--- src/rtl/aes_pkg.sv ---
`default_nettype none
// ============================================================================
// Module   : aes_pkg
// Purpose  : Shared types and constants for the AES job sequencer slice.
//            FSM state encoding, cipher direction constants, legal key widths
//            and a round-count helper (Nr) per key width.
// Ports    : none (package)
// Revision : 1.0 - initial release
// ============================================================================
package aes_pkg;

  typedef enum logic [2:0] {
    ST_IDLE    = 3'd0,
    ST_RESET   = 3'd1,
    ST_KEY_EXP = 3'd2,
    ST_RUN     = 3'd3,
    ST_NEXT    = 3'd4,
    ST_DONE    = 3'd5,
    ST_ERR     = 3'd6
  } state_t;

  localparam logic c_mode_enc = 1'b0;
  localparam logic c_mode_dec = 1'b1;

  localparam int c_key_w_128 = 128;
  localparam int c_key_w_192 = 192;
  localparam int c_key_w_256 = 256;

  function automatic bit key_w_legal(input int kw);
    return (kw == c_key_w_128) || (kw == c_key_w_192) || (kw == c_key_w_256);
  endfunction

  // Number of cipher rounds for a given key width.
  function automatic int nr_for_key_w(input int kw);
    if (kw == c_key_w_128) return 10;
    if (kw == c_key_w_192) return 12;
    return 14;
  endfunction

endpackage
`default_nettype wire

--- src/rtl/aes_watchdog.sv ---
`default_nettype none
// ============================================================================
// Module   : aes_watchdog
// Purpose  : Cycle counter that flags expiry on the TMO_CYC-th enabled cycle
//            since the last clear.
// Ports    : clk, n_rst (async active-low), clr (restart count),
//            en (count this cycle), expired (this is cycle TMO_CYC).
// Revision : 1.0 - initial release
// ============================================================================
module aes_watchdog #(
  parameter int TMO_CYC = 1023
) (
  input  logic clk,
  input  logic n_rst,
  input  logic clr,
  input  logic en,
  output logic expired
);

  localparam int c_cw = (TMO_CYC < 2) ? 1 : $clog2(TMO_CYC);
  localparam logic [c_cw-1:0] c_last = c_cw'(TMO_CYC - 1);

  logic [c_cw-1:0] r_cnt;

  // Count starts at 0 on the first cycle of a visit, so the comparison
  // against TMO_CYC-1 fires on exactly the TMO_CYC-th cycle.
  always_ff @(posedge clk or negedge n_rst) begin
    if (!n_rst) begin
      r_cnt <= '0;
    end else if (clr) begin
      r_cnt <= '0;
    end else if (en && (r_cnt != c_last)) begin
      r_cnt <= r_cnt + c_cw'(1);
    end
  end

  assign expired = en && (r_cnt == c_last);

endmodule
`default_nettype wire

--- src/rtl/aes_job_sequencer.sv ---
`default_nettype none
// ============================================================================
// Module   : aes_job_sequencer
// Purpose  : Multi-block AES job controller. Latches a job on start, resets
//            SRAM, runs key expansion, then processes blk_cnt blocks at
//            consecutive source/destination addresses. Supports abort and a
//            per-phase watchdog that terminates the job with err.
// Ports    : clk, n_rst           - clock, async active-low reset
//            start, abort         - job request (level) / cancel
//            mode, usr_key, usr_addr, usr_loc, blk_cnt - job descriptor
//            key_d, blk_d         - key-expansion / block done pulses
//            key, key_en, mem_clr - key-expansion interface
//            con_en, en_or_de, s_addr, loc, blk_idx - datapath interface
//            sram_n_rst           - SRAM reset (active-low)
//            busy, AES_done, err  - job status
// Revision : 1.0 - initial release
// ============================================================================
module aes_job_sequencer
  import aes_pkg::*;
#(
  parameter int KEY_W   = 128,
  parameter int ADDR_W  = 8,
  parameter int CNT_W   = 8,
  parameter int TMO_CYC = 1023
) (
  input  logic              clk,
  input  logic              n_rst,
  input  logic              start,
  input  logic              abort,
  input  logic              mode,
  input  logic [KEY_W-1:0]  usr_key,
  input  logic [ADDR_W-1:0] usr_addr,
  input  logic [ADDR_W-1:0] usr_loc,
  input  logic [CNT_W-1:0]  blk_cnt,
  input  logic              key_d,
  input  logic              blk_d,
  output logic [KEY_W-1:0]  key,
  output logic              key_en,
  output logic              con_en,
  output logic              en_or_de,
  output logic [ADDR_W-1:0] s_addr,
  output logic [ADDR_W-1:0] loc,
  output logic              mem_clr,
  output logic              sram_n_rst,
  output logic              busy,
  output logic              AES_done,
  output logic              err,
  output logic [CNT_W-1:0]  blk_idx
);

  generate
    if (!key_w_legal(KEY_W)) begin : g_bad_key_w
      $error("aes_job_sequencer: KEY_W must be 128, 192 or 256");
    end
    if (TMO_CYC < 1) begin : g_bad_tmo
      $error("aes_job_sequencer: TMO_CYC must be >= 1");
    end
  endgenerate

  state_t             r_state;
  state_t             w_nxt_state;
  logic [CNT_W-1:0]   w_nxt_idx;
  logic [KEY_W-1:0]   r_key;
  logic               r_mode;
  logic [ADDR_W-1:0]  r_src;
  logic [ADDR_W-1:0]  r_dst;
  logic [CNT_W-1:0]   r_cnt;
  logic               w_active;
  logic               w_wd_en;
  logic               w_wd_clr;
  logic               w_expired;

  assign w_active = (r_state == ST_RESET) || (r_state == ST_KEY_EXP) ||
                    (r_state == ST_RUN)   || (r_state == ST_NEXT);
  assign w_wd_en  = (r_state == ST_KEY_EXP) || (r_state == ST_RUN);
  // Any state change restarts the count, so each KEY_EXP / RUN visit gets
  // a full TMO_CYC budget (NEXT separates consecutive RUN visits).
  assign w_wd_clr = (w_nxt_state != r_state);

  aes_watchdog #(
    .TMO_CYC (TMO_CYC)
  ) u_watchdog (
    .clk     (clk),
    .n_rst   (n_rst),
    .clr     (w_wd_clr),
    .en      (w_wd_en),
    .expired (w_expired)
  );

  always_comb begin
    w_nxt_state = r_state;
    w_nxt_idx   = blk_idx;
    case (r_state)
      ST_IDLE:    if (start) w_nxt_state = ST_RESET;
      ST_RESET:   w_nxt_state = (r_cnt == '0) ? ST_DONE : ST_KEY_EXP;
      ST_KEY_EXP: begin
        // Completion in the expiry cycle still counts as success.
        if (key_d) begin
          w_nxt_state = ST_RUN;
          w_nxt_idx   = '0;
        end else if (w_expired) begin
          w_nxt_state = ST_ERR;
        end
      end
      ST_RUN: begin
        if (blk_d) begin
          w_nxt_state = (blk_idx == (r_cnt - CNT_W'(1))) ? ST_DONE : ST_NEXT;
        end else if (w_expired) begin
          w_nxt_state = ST_ERR;
        end
      end
      ST_NEXT: begin
        w_nxt_state = ST_RUN;
        w_nxt_idx   = blk_idx + CNT_W'(1);
      end
      ST_DONE, ST_ERR: if (!start) w_nxt_state = ST_IDLE;
      default:    w_nxt_state = ST_IDLE;
    endcase
    if (abort && w_active) w_nxt_state = ST_IDLE;
    if (w_nxt_state == ST_IDLE) w_nxt_idx = '0;
  end

  // Outputs are decoded from the next state so they are registered yet
  // line up with the state they belong to.
  always_ff @(posedge clk or negedge n_rst) begin
    if (!n_rst) begin
      r_state    <= ST_IDLE;
      r_key      <= '0;
      r_mode     <= c_mode_enc;
      r_src      <= '0;
      r_dst      <= '0;
      r_cnt      <= '0;
      blk_idx    <= '0;
      key        <= '0;
      key_en     <= 1'b0;
      con_en     <= 1'b0;
      en_or_de   <= 1'b0;
      s_addr     <= '0;
      loc        <= '0;
      mem_clr    <= 1'b0;
      sram_n_rst <= 1'b1;
      busy       <= 1'b0;
      AES_done   <= 1'b0;
      err        <= 1'b0;
    end else begin
      r_state <= w_nxt_state;
      blk_idx <= w_nxt_idx;
      if ((r_state == ST_IDLE) && start) begin
        r_key  <= usr_key;
        r_mode <= mode;
        r_src  <= usr_addr;
        r_dst  <= usr_loc;
        r_cnt  <= blk_cnt;
      end
      key        <= ((w_nxt_state == ST_KEY_EXP) || (w_nxt_state == ST_RUN) ||
                     (w_nxt_state == ST_NEXT)) ? r_key : '0;
      key_en     <= (w_nxt_state == ST_KEY_EXP);
      mem_clr    <= (w_nxt_state == ST_KEY_EXP) && (r_mode == c_mode_enc);
      con_en     <= (w_nxt_state == ST_RUN);
      en_or_de   <= (w_nxt_state == ST_RUN) && r_mode;
      s_addr     <= (w_nxt_state == ST_RUN) ? (r_src + ADDR_W'(w_nxt_idx)) : '0;
      loc        <= (w_nxt_state == ST_RUN) ? (r_dst + ADDR_W'(w_nxt_idx)) : '0;
      sram_n_rst <= (w_nxt_state != ST_RESET);
      busy       <= (w_nxt_state == ST_RESET) || (w_nxt_state == ST_KEY_EXP) ||
                    (w_nxt_state == ST_RUN)   || (w_nxt_state == ST_NEXT);
      AES_done   <= (w_nxt_state == ST_DONE) || (w_nxt_state == ST_ERR);
      err        <= (w_nxt_state == ST_ERR);
    end
  end

endmodule
`default_nettype wire

--- config.mk ---
export PLATFORM = sky130hd
export DESIGN_NAME = aes_job_sequencer
export DESIGN_NICKNAME = d
export VERILOG_FILES = /design/src/rtl/aes_pkg.sv /design/src/rtl/aes_watchdog.sv /design/src/rtl/aes_job_sequencer.sv
export SDC_FILE = /design/constraint.sdc
export NUM_CORES = 1
export LEC_CHECK = 0
export ABC_AREA = 1
export CAP_MARGIN = 20
export CORE_MARGIN = 2
export CORE_UTILIZATION = 52
export CTS_BUF_LIST = sky130_fd_sc_hd__clkbuf_4 sky130_fd_sc_hd__clkbuf_8
export CTS_CLUSTER_SIZE = 12
export DETAILED_ROUTE_END_ITERATION = 10
export GPL_TIMING_DRIVEN = 0
export HOLD_SLACK_MARGIN = 0.12
export PLACE_DENSITY = 0.9
export SYNTH_ARGS = -nofsm -noshare
export SYNTH_HDL_FRONTEND = slang
export SYNTH_HIERARCHICAL = 1
export SYNTH_SLANG_ARGS = --single-unit
--- constraint.sdc ---
create_clock -name clk -period 3.8 [get_ports clk]
set_input_delay 0.76 -clock clk [delete_from_list [all_inputs] [get_ports clk]]
set_output_delay 0.76 -clock clk [all_outputs]
set_load 0.005 [all_outputs]
# Yosys cells after proc, flatten, opt, wreduce, memory -nomap -nowiden
# Cells that the tools add are included.
[classes]
n_addsub = 5
n_mul = 0
div = 0
magnitude_cmp = 0
n_eq_ne = 17
shifts = 0
mux = 17
bitwise = 1
reduce_logical = 21
[ops]
columns = ["op", "n"]
rows = [
  ["128-bit 2-to-1 mux", 1],
  ["8-bit 2-to-1 mux", 4],
  ["3-bit 2-to-1 mux", 7],
  ["10-bit 2-to-1 mux", 2],
  ["3-bit equality test (second input constant)", 6],
  ["3-bit case mux with 6 select lines", 1],
  ["8-bit adder", 2],
  ["8-bit case mux with 2 select lines", 1],
  ["3-bit by 2-bit equality test with 1-bit output (second input constant)", 4],
  ["10-bit by 1-bit adder with 10-bit output (second input constant)", 1],
  ["10-bit equality test (second input constant)", 1],
  ["1-bit logical OR", 10],
  ["10-bit != test (second input constant)", 1],
  ["8-bit by 1-bit adder with 8-bit output (second input constant)", 1],
  ["8-bit equality test", 1],
  ["8-bit zero test", 1],
  ["8-bit by 1-bit subtractor with 8-bit output (second input constant)", 1],
  ["3-bit by 1-bit equality test with 1-bit output (second input constant)", 2],
  ["1-bit logical AND", 6],
  ["3-bit zero test", 2],
  ["3-bit by 1-bit != test with 1-bit output (second input constant)", 1],
  ["3-bit != test", 1],
  ["2-bit nonzero test", 1],
  ["2-bit OR reduction", 1],
  ["2 further kinds", 2],
]
[word_totals]
register_bits = 326
latch_bits = 0
ramBits = 0
romBits = 0
inputBits = 159
output_inout_bits = 160
wordCells = 80
n_memories = 0

# Logic depth before layout (Yosys ltp)
# Gate-level depths: netlist (run 1).
[depth]
word_depth = 11
mapped_depth = 27
mapped_depth_nobuf = 26

# Hierarchy
# Netlist (run 1), hierarchy kept.
[modules_own_cells]
columns = ["mod", "instances", "cells_per_inst", "area_per_inst_um2", "seq_area_each_um2"]
rows = [
  ["aes_job_sequencer", 1, 1212, 13041.3, 7908.8],
  ["aes_watchdog", 1, 87, 679.4, 250.2],
]

# Worst setup path after synthesis (run 1)
# No wires, ideal clock.
[synth_path]
path_type = "register -> register"
start = "register u_watchdog.r_cnt[0]"
end = "register s_addr[6]"
setup_time_ps = 121
arrival_ps = 3279
t_required_ps = 3679
path_slack_ps = 400
path_stages_with_launch = 28
path_buffers = 1
period_less_slack_ps = 3400
cell_sequence = "dfrtp_1 -> inv_1 -> ha_1 -> nand3_1 -> nor2_4 -> nand2_1 -> nor2_1 -> nor2_1 -> nand2_1 -> nand3_2 -> a21oi_2 -> nand2_2 -> nand2_4 -> nand3_1 -> buf_2 -> o211ai_1 -> inv_1 -> ha_1 -> fa_1 -> nand2_1 -> inv_1 -> o21a_1 -> nor2_1 -> nor2_1 -> o21ai_0 -> nand2_1 -> xnor2_1 -> nor2_1"
[synth_via]
elab_chain_len = 10
elab_cells_between_ends = 12
cone_classes = "1 x add/sub; 2 x eq/ne; 7 x mux; 2 x reduce/logical"
[synth_rtl]
columns = ["element", "line_no", "text"]
rows = [
  ["start, declared", "aes_watchdog.sv:23", "logic [c_cw-1:0] r_cnt;"],
  ["start signal, assigned", "aes_watchdog.sv:33", "r_cnt <= r_cnt + c_cw'(1);"],
  ["10-bit equality test (*)", "aes_watchdog.sv:37", "assign expired = en && (r_cnt == c_last);"],
  ["1-bit logical AND (*)", "aes_watchdog.sv:37", ""],
  ["named net w_expired", "aes_job_sequencer.sv:71", "logic w_expired;"],
  ["3-bit 2-to-1 mux (*)", "aes_job_sequencer.sv:101, aes_job_sequencer.sv:108", ""],
  ["3-bit 2-to-1 mux (on tied branches)", "aes_job_sequencer.sv:106, aes_job_sequencer.sv:98", ""],
  ["3-bit case mux with 6 select lines (*)", "aes_job_sequencer.sv:93", "case (r_state)"],
  ["3-bit 2-to-1 mux (*)", "aes_job_sequencer.sv:119", "if (abort && w_active) w_nxt_state = ST_IDLE;"],
  ["3-bit zero test (*)", "aes_job_sequencer.sv:120", "if (w_nxt_state == ST_IDLE) w_nxt_idx = '0;"],
  ["8-bit 2-to-1 mux (*)", "aes_job_sequencer.sv:120", ""],
  ["named net w_nxt_idx[0]", "aes_job_sequencer.sv:62", "logic [CNT_W-1:0] w_nxt_idx;"],
  ["8-bit adder (*)", "aes_job_sequencer.sv:161", "s_addr <= (w_nxt_state == ST_RUN) ? (r_src + ADDR_W'(w_nxt_idx)) : '0;"],
  ["8-bit 2-to-1 mux (*)", "aes_job_sequencer.sv:161", ""],
  ["end signal, assigned", "aes_job_sequencer.sv:161", ""],
  ["end, declared", "aes_job_sequencer.sv:41", "output logic [ADDR_W-1:0] s_addr,"],
]
# Mark *: on every way through the listed nets, which the timed path passes. The rest lies on a longest branch.
# A chain may end at the register's enable or synchronous reset.

# Final worst setup path (run 1)
# Ends and elaborated chain as after synthesis.

==> impl_metrics.py, run 1 <==
metrics = {
    "synthesis": {
        "synthTopCellsByArea": "sky130_fd_sc_hd__dfrtp_1, sky130_fd_sc_hd__nor2_4, sky130_fd_sc_hd__nor2_1",
        "ys.warnings.count": 6,
        "synth.yosys.seq_area_share_pct": 59.5,
        "asyncSetResetFlopFracSynth_pct": 100,
        "ys_ff_latch": 326,
        "post-synth-top-area-fraction_pct": 59.3,
        "yosys_top_cell_by_area": "sky130_fd_sc_hd__dfrtp_1",
        "post_synth_edffs": 0,
        "syn_avg_cell_area_sq_um": 10.6,
        "total_nets_after_synthesis": 1479,
        "dominantRegCellSynth": "sky130_fd_sc_hd__dfrtp_1",
        "yosys.cell_types.count": 42,
        "post_synth_instance_area_sq_um": 13700,
        "syn-instance-count": 1299,
    },
    "detailed_routing": {
        "detail-route-antenna-nets": 0,
        "dr.pass1.iters": 5,
        "first_iter_violations": 799,
        "routed_wl_mm": 36.4,
        "routed_via_density": 5.08,
        "drc": 0,
        "post_drt_wl_per_cell_um": 17.7,
        "via_count": 10433,
    },
    "run_status": {
        "result_of_the_run": "completed",
    },
    "clock_tree": {
        "clock_sinks": 326,
        "clk_path_buf_depth": 3,
        "ctsHoldBuffers": 0,
        "cts.root.buffer_cell": "sky130_fd_sc_hd__clkbuf_8",
        "tritoncts": "yes",
        "clock_tree.htree_level_count": 2,
        "cts-buffers-inserted": 51,
        "clk_transition_reported_paths_ns": 0.06,
        "insertion_delay_ns": 0.57,
    },
    "floorplanning": {
        "core.rowCount": 59,
        "start_util_pct": 52.8,
        "die_area_sq_um": 27700,
        "design.portCount": 319,
        "core_area_sq_um": 26000,
        "die_w_um": 166,
        "die_h_um": 166,
    },
    "power": {
        "p_comb_share_pct": 43.2,
        "p_sw_share_pct": 37.0,
        "clock_power_share_pct": 20.9,
        "switching_power_mw": 5.45,
        "seqPwrFrac_pct": 36.0,
        "vdd_drop_max_v": 0.000496,
        "p_int_mw": 9.31,
        "p_per_cell_area_nw_per_um2": 792,
        "total_leakage_power_nw": 9.00,
    },
    "layout": {
        "syn2layout_area_growth_pct": 35.8,
        "layout-drive-gt1-share_pct": 17.6,
        "fillers": 1688,
        "commonest_non_fill_non_tap_cells_in_the_layout": "sky130_fd_sc_hd__dfrtp_1, sky130_fd_sc_hd__clkdlybuf4s50_1, sky130_fd_sc_hd__nor2_1, sky130_fd_sc_hd__inv_1, sky130_fd_sc_hd__a21oi_1",
        "most_common_cell_after_layout_fill_and_taps_aside": "sky130_fd_sc_hd__dfrtp_1",
        "final_util_pct": 71.7,
        "finish.net_count": 1863,
    },
    "critical_path": {
        "reg2reg_setup_slack_ns": 0.04,
        "slowest_delay_ns": 0.40,
        "critical-path-slowest-cell": "sky130_fd_sc_hd__dfrtp_1",
        "timing.critical_path.fanout_max": 8,
        "critPathRequiredTime_ns": 4.25,
        "timing.critical_path.arrival_ns": 4.20,
        "timing.critical_path.to_type": "flip-flop",
        "critical_path.startpoint_type": "flip-flop",
        "timing_worst_setup_path_type": "flip-flop to flip-flop",
    },
    "global_routing": {
        "antenna_found_initial": 2,
        "grt_pass1_vias": 11114,
        "wire_length_of_the_first_global_routing_pass_mm": 57.6,
        "grt_start_max_net_pins": 118,
        "grt_overflow": 0,
        "grt_use_total_pct": 26.0,
    },
    "timing": {
        "maxSlewHeadroom_pct": 40.9,
        "setup-violations-final": 0,
        "rsz_0062_raised_after_global_routing": "true",
        "hold-worst-slack_ns": 0.240,
        "fin_worst_skew_ns": 0.0195,
        "timing.final.hold_violations": 0,
        "min_period_over_period_pct": 98.8,
        "period_minus_slack_ns": 3.76,
        "timing_worst_slew_pin_value_ns": 0.887,
        "final-max-slew-violation-count": 0,
        "achievable_frequency_ghz": 0.266,
    },
    "min_path": {
        "hold_path.class": "input pin to async pin",
    },
    "placed_design": {
        "port_buffers": 318,
        "post-dp-hpwl_mm": 24.4,
        "globalplace.congestion": 0.901,
    },
    "run": {
        "maximum_capacitance_violations": 0,
    },
}
power by group through the flow:
stage                     Clock, mW  Combinational, mW  Sequential (mW)
after floorplan                   0               3.91             5.28
after global placement            0               5.90             5.30
after detailed placement          0               6.16             5.33
after CTS                      3.14               6.29             5.29
after global routing           3.30               6.93             5.41
final                          3.08               6.37             5.31
per-stage QoR:
stage	setup TNS (ns)	instances	setup slack [ns]	total power [mW]	instance area (sq um)
finish	0	2054	0.0438	14.8	18600
global route	-0.231	2054	-0.139	15.6	18600
CTS	0	2043	0.0428	14.7	18500
detailed placement	-1.21	1954	-0.354	11.5	17400
global placement	-3742.93	1952	-11.54	11.2	17300
floorplan	0	1299	0.400	9.19	13700
path summary, 6_finish.rpt:
| path | from | to | depth (start not counted) |
|---|---|---|---|
| max | u_watchdog/r_cnt[0]$_DFFE_PN0P_ | s_addr[6]$_DFF_PN0_ | 27 |
| min | n_rst | r_key[110]$_DFFE_PN0P_ | 1 |
| max reg2reg | u_watchdog/r_cnt[0]$_DFFE_PN0P_ | s_addr[6]$_DFF_PN0_ | 27 |
| min reg2reg | r_key[109]$_DFFE_PN0P_ | key[109]$_DFF_PN0_ | 2 |
| max in group asynchronous | n_rst | u_watchdog/r_cnt[1]$_DFFE_PN0P_ | 2 |
| min in group clk | r_key[109]$_DFFE_PN0P_ | key[109]$_DFF_PN0_ | 2 |
metal layers:
metal,GRT usage [%],share of wire [%],vias up,wire length [um]
li1,-,-,4775,-
met1,30.8,38,5121,13800
met2,45.1,50,427,18400
met3,7.15,7.5,108,2730
met4,10.1,4.0,2,1470
met5,0,0.033,-,12
final cells by class:
| cell class | count | area [sq um] | share of cell area [%] |
|---|---|---|---|
| tap | 335 | 419 | 2.25 |
| inverter | 195 | 739 | 3.97 |
| buffer | 52 | 439 | 2.36 |
| timing repair buffer | 331 | 3330 | 17.8 |
| clock inverter | 6 | 63.8 | 0.342 |
| clock buffer | 82 | 1000 | 5.39 |
| antenna | 1 | 2.50 | 0.0134 |
| multi-input combinational | 726 | 4480 | 24.0 |
| sequential | 326 | 8160 | 43.8 |
logic make-up (layout without fill, tap and decap cells):
kind of cell	Yosys count	after routing	synth area share (%)
AO/OA/AOI/OAI	177	177	6.81
XOR/XNOR	16	16	1.02
adder cells (fa/ha/maj)	21	21	2.02
buffers and inverters	247	666	8.54
flip-flops	326	326	59.5
multiplexers	19	19	1.56
other	0	1	0
AND/OR/NAND/NOR	493	493	20.6
critical path: cells and delay by family (launching register included):
kind                     cells  cell delay [ns]
AND/OR/NAND/NOR             15             1.45
adder cells (fa/ha/maj)      3             0.67
AO/OA/AOI/OAI                4             0.58
flip-flops                   1             0.40
buffers and inverters        4             0.37
XOR/XNOR                     1             0.16
synthesized netlist by cell type, types with 9 or more instances:
library cell	count
sky130_fd_sc_hd__nor2_4	105
sky130_fd_sc_hd__ha_1	19
sky130_fd_sc_hd__mux2_2	19
sky130_fd_sc_hd__nand3_1	26
sky130_fd_sc_hd__dfrtp_1	325
sky130_fd_sc_hd__inv_2	9
sky130_fd_sc_hd__buf_12	11
sky130_fd_sc_hd__nand4_1	9
sky130_fd_sc_hd__nand2_1	115
sky130_fd_sc_hd__o21ai_0	12
sky130_fd_sc_hd__inv_1	184
sky130_fd_sc_hd__a21oi_1	146
sky130_fd_sc_hd__clkbuf_1	30
sky130_fd_sc_hd__nor2_1	207
flip-flops by register name (all words and copies together), names as in the netlist, 3 cells and up:
signal	cells
blk_idx	8
key	128
loc	8
r_cnt	8
r_dst	8
r_key	128
r_src	8
r_state	3
s_addr	8
u_watchdog/r_cnt	10
timing repair:
item	4_1_cts	5_1_grt
setup endpoints to repair	2	6
setup buffers	1	10
resized for setup	4	23
gates cloned	0	0
pin swaps	0	18
No activity file was read; power rests on OpenSTA's default activity.
==> run 2, diff against run 1 <==
Settings changed: CORE_UTILIZATION 52 to 33, PLACE_DENSITY 0.9 to 0.64.
==> run 2 against run 1 <==
  * Design area up 2.2%
  * Core utilization shrank 25 points
  * Count of clock-buffer cells in the layout grew 6
  * Clock skew is 0.020 ns higher
  * Die area rose by 56%
  * Via count decreased by 5.1%
  * Non-clock buffer count rose by 9
  * Clock power rose by 7.5%
  * Largest power group unchanged
  * Sequential cell count stayed put
  * Critical path depth stayed put
  * Hold slack worse by 0.026 ns
==> impl_metrics.py, run 2 (synthesis results as in run 1) <==
metrics = {
    "timing": {
        "timing.final.hold_violations": 0,
        "min_period_over_period_pct": 93.8,
        "setup-violations-final": 0,
        "hold-worst-slack_ns": 0.213,
        "achievable_frequency_ghz": 0.281,
        "maxSlewHeadroom_pct": 38.5,
        "period_minus_slack_ns": 3.56,
        "timing_worst_slew_pin_value_ns": 0.922,
        "fin_worst_skew_ns": 0.0394,
        "final-max-slew-violation-count": 0,
        "timing.final.ws_setup_ns": 0.237,
        "timing.setup.tns_ns": 0,
    },
    "floorplanning": {
        "die_w_um": 208,
        "core_area_sq_um": 40900,
        "start_util_pct": 33.5,
        "design.portCount": 319,
        "die_h_um": 208,
        "core.rowCount": 74,
        "die_area_sq_um": 43200,
    },
    "layout": {
        "finish.instance_area_sq_um": 19000,
        "commonest_non_fill_non_tap_cells_in_the_layout": "sky130_fd_sc_hd__dfrtp_1, sky130_fd_sc_hd__clkdlybuf4s50_1, sky130_fd_sc_hd__nor2_1, sky130_fd_sc_hd__inv_1, sky130_fd_sc_hd__a21oi_1",
        "insertedDiodeCount": 0,
        "most_common_cell_after_layout_fill_and_taps_aside": "sky130_fd_sc_hd__dfrtp_1",
        "post_layout_nonfiller_instances": 2267,
        "syn2layout_area_growth_pct": 38.8,
        "layout-drive-gt1-share_pct": 18.4,
        "final_util_pct": 46.5,
        "finish.net_count": 1876,
        "layout_top_registers": "key (128), r_key (128), u_watchdog/r_cnt (10)",
    },
    "clock_tree": {
        "insertion_delay_ns": 0.63,
        "clock_sinks": 326,
        "clock_tree.htree_level_count": 2,
        "clk_path_buf_depth": 3,
        "clk_transition_reported_paths_ns": 0.06,
        "ctsHoldBuffers": 0,
        "cts.root.buffer_cell": "sky130_fd_sc_hd__clkbuf_8",
        "cts-buffers-inserted": 55,
        "tritoncts": "yes",
    },
    "critical_path": {
        "slowest_delay_ns": 0.39,
        "timing.critical_path.fanout_max": 6,
        "critical_path.startpoint_type": "flip-flop",
        "timing.critical_path.arrival_ns": 4.07,
        "critPathRequiredTime_ns": 4.31,
        "timing_worst_setup_path_type": "flip-flop to flip-flop",
        "critPathMostFrequentCell": "sky130_fd_sc_hd__nor2_1",
        "critical-path-slowest-cell": "sky130_fd_sc_hd__dfrtp_1",
        "critPathBufInv": 4,
        "timing.critical_path.to_type": "flip-flop",
        "kind_of_cell_adding_the_most_delay_to_the_critical_path": "simple AND/OR/NAND/NOR gates",
    },
    "placed_design": {
        "port_buffers": 318,
        "place.detailed.instances": 2151,
        "post-dp-hpwl_mm": 25.0,
        "globalplace.congestion": 0.833,
        "pre_cts_slack_ns": -0.406,
        "placed_cell_area_sq_um": 17600,
    },
    "min_path": {
        "hold_path.class": "input pin to async pin",
    },
    "power": {
        "vdd_drop_max_v": 0.000431,
        "design_power_total_mw": 14.8,
        "p_per_cell_area_nw_per_um2": 779,
        "total_leakage_power_nw": 9.10,
    },
    "detailed_routing": {
        "detail-route-antenna-nets": 0,
        "post_drt_wl_per_cell_um": 15.2,
        "routed_via_density": 4.37,
        "dr.pass1.iters": 4,
        "drc": 0,
        "via_count": 9901,
        "first_iter_violations": 505,
        "routed_wl_mm": 34.4,
    },
    "global_routing": {
        "grt_use_total_pct": 16.2,
        "grt_util_met3_pct": 5.52,
        "antenna_found_initial": 0,
        "grt-busiest-layer": "met2",
        "grt_overflow": 0,
        "grt_start_max_net_pins": 128,
        "grt_pass1_vias": 10315,
        "grt.met1_usage_pct": 19.9,
        "grtUsageMet2_pct": 26.7,
        "wire_length_of_the_first_global_routing_pass_mm": 56.0,
    },
    "run": {
        "maximum_capacitance_violations": 0,
    },
    "run_status": {
        "result_of_the_run": "completed",
    },
}
## run 2: cell count changes in the layout (fill, tap and decap cells not counted), sizes merged
cell    previous run  this run
buf               36        45
bufinv             1         2
clkbuf           112       118
clkinv             3         4
diode              1         0
## run 2: area by class of cell
| type | instances | area (sq um) |
|---|---|---|
| Buffer | 52 | 439 |
| Clock buffer | 88 | 1080 |
| Clock inverter | 8 | 96.3 |
| Fill cell | 3816 | 21900 |
| Inverter | 195 | 742 |
| Multi-Input combinational cell | 726 | 4460 |
| Sequential cell | 326 | 8160 |
| Tap cell | 532 | 666 |
| Timing Repair Buffer | 340 | 3390 |
## run 2: final timing paths
kind                                  endpoint  cells past startpoint                             from  slack (ns)
setup / recovery           s_addr[6]$_DFF_PN0_                     27  u_watchdog/r_cnt[0]$_DFFE_PN0P_        0.24
hold / removal              key[123]$_DFF_PN0_                      1                            n_rst        0.21
setup reg to reg           s_addr[6]$_DFF_PN0_                     27  u_watchdog/r_cnt[0]$_DFFE_PN0P_        0.24
hold reg to reg              mem_clr$_DFF_PN0_                      1               r_mode$_DFFE_PN0P_        0.43
max in group asynchronous    key[42]$_DFF_PN0_                      2                            n_rst        2.48
min in group clk             mem_clr$_DFF_PN0_                      1               r_mode$_DFFE_PN0P_        0.43
## run 2: per-layer routing
metal | part of all wire (%) | vias to the layer above
met5 | 0 | -
met4 | 2.7 | 0
met3 | 7.4 | 70
met2 | 48 | 288
met1 | 42 | 4742
li1 | - | 4801
## run 2: what timing repair did
| item | in CTS | in global routing |
|---|---|---|
| setup endpoints to repair | 2 | 4 |
| pin swaps | 0 | 16 |
| buffers inserted | 2 | 18 |
| gates resized for setup | 4 | 22 |
## run 2: power by group
part	internal, mW	switching (mW)
Sequential	4.80	0.448
Clock	1.92	1.39
Combinational	2.82	3.46
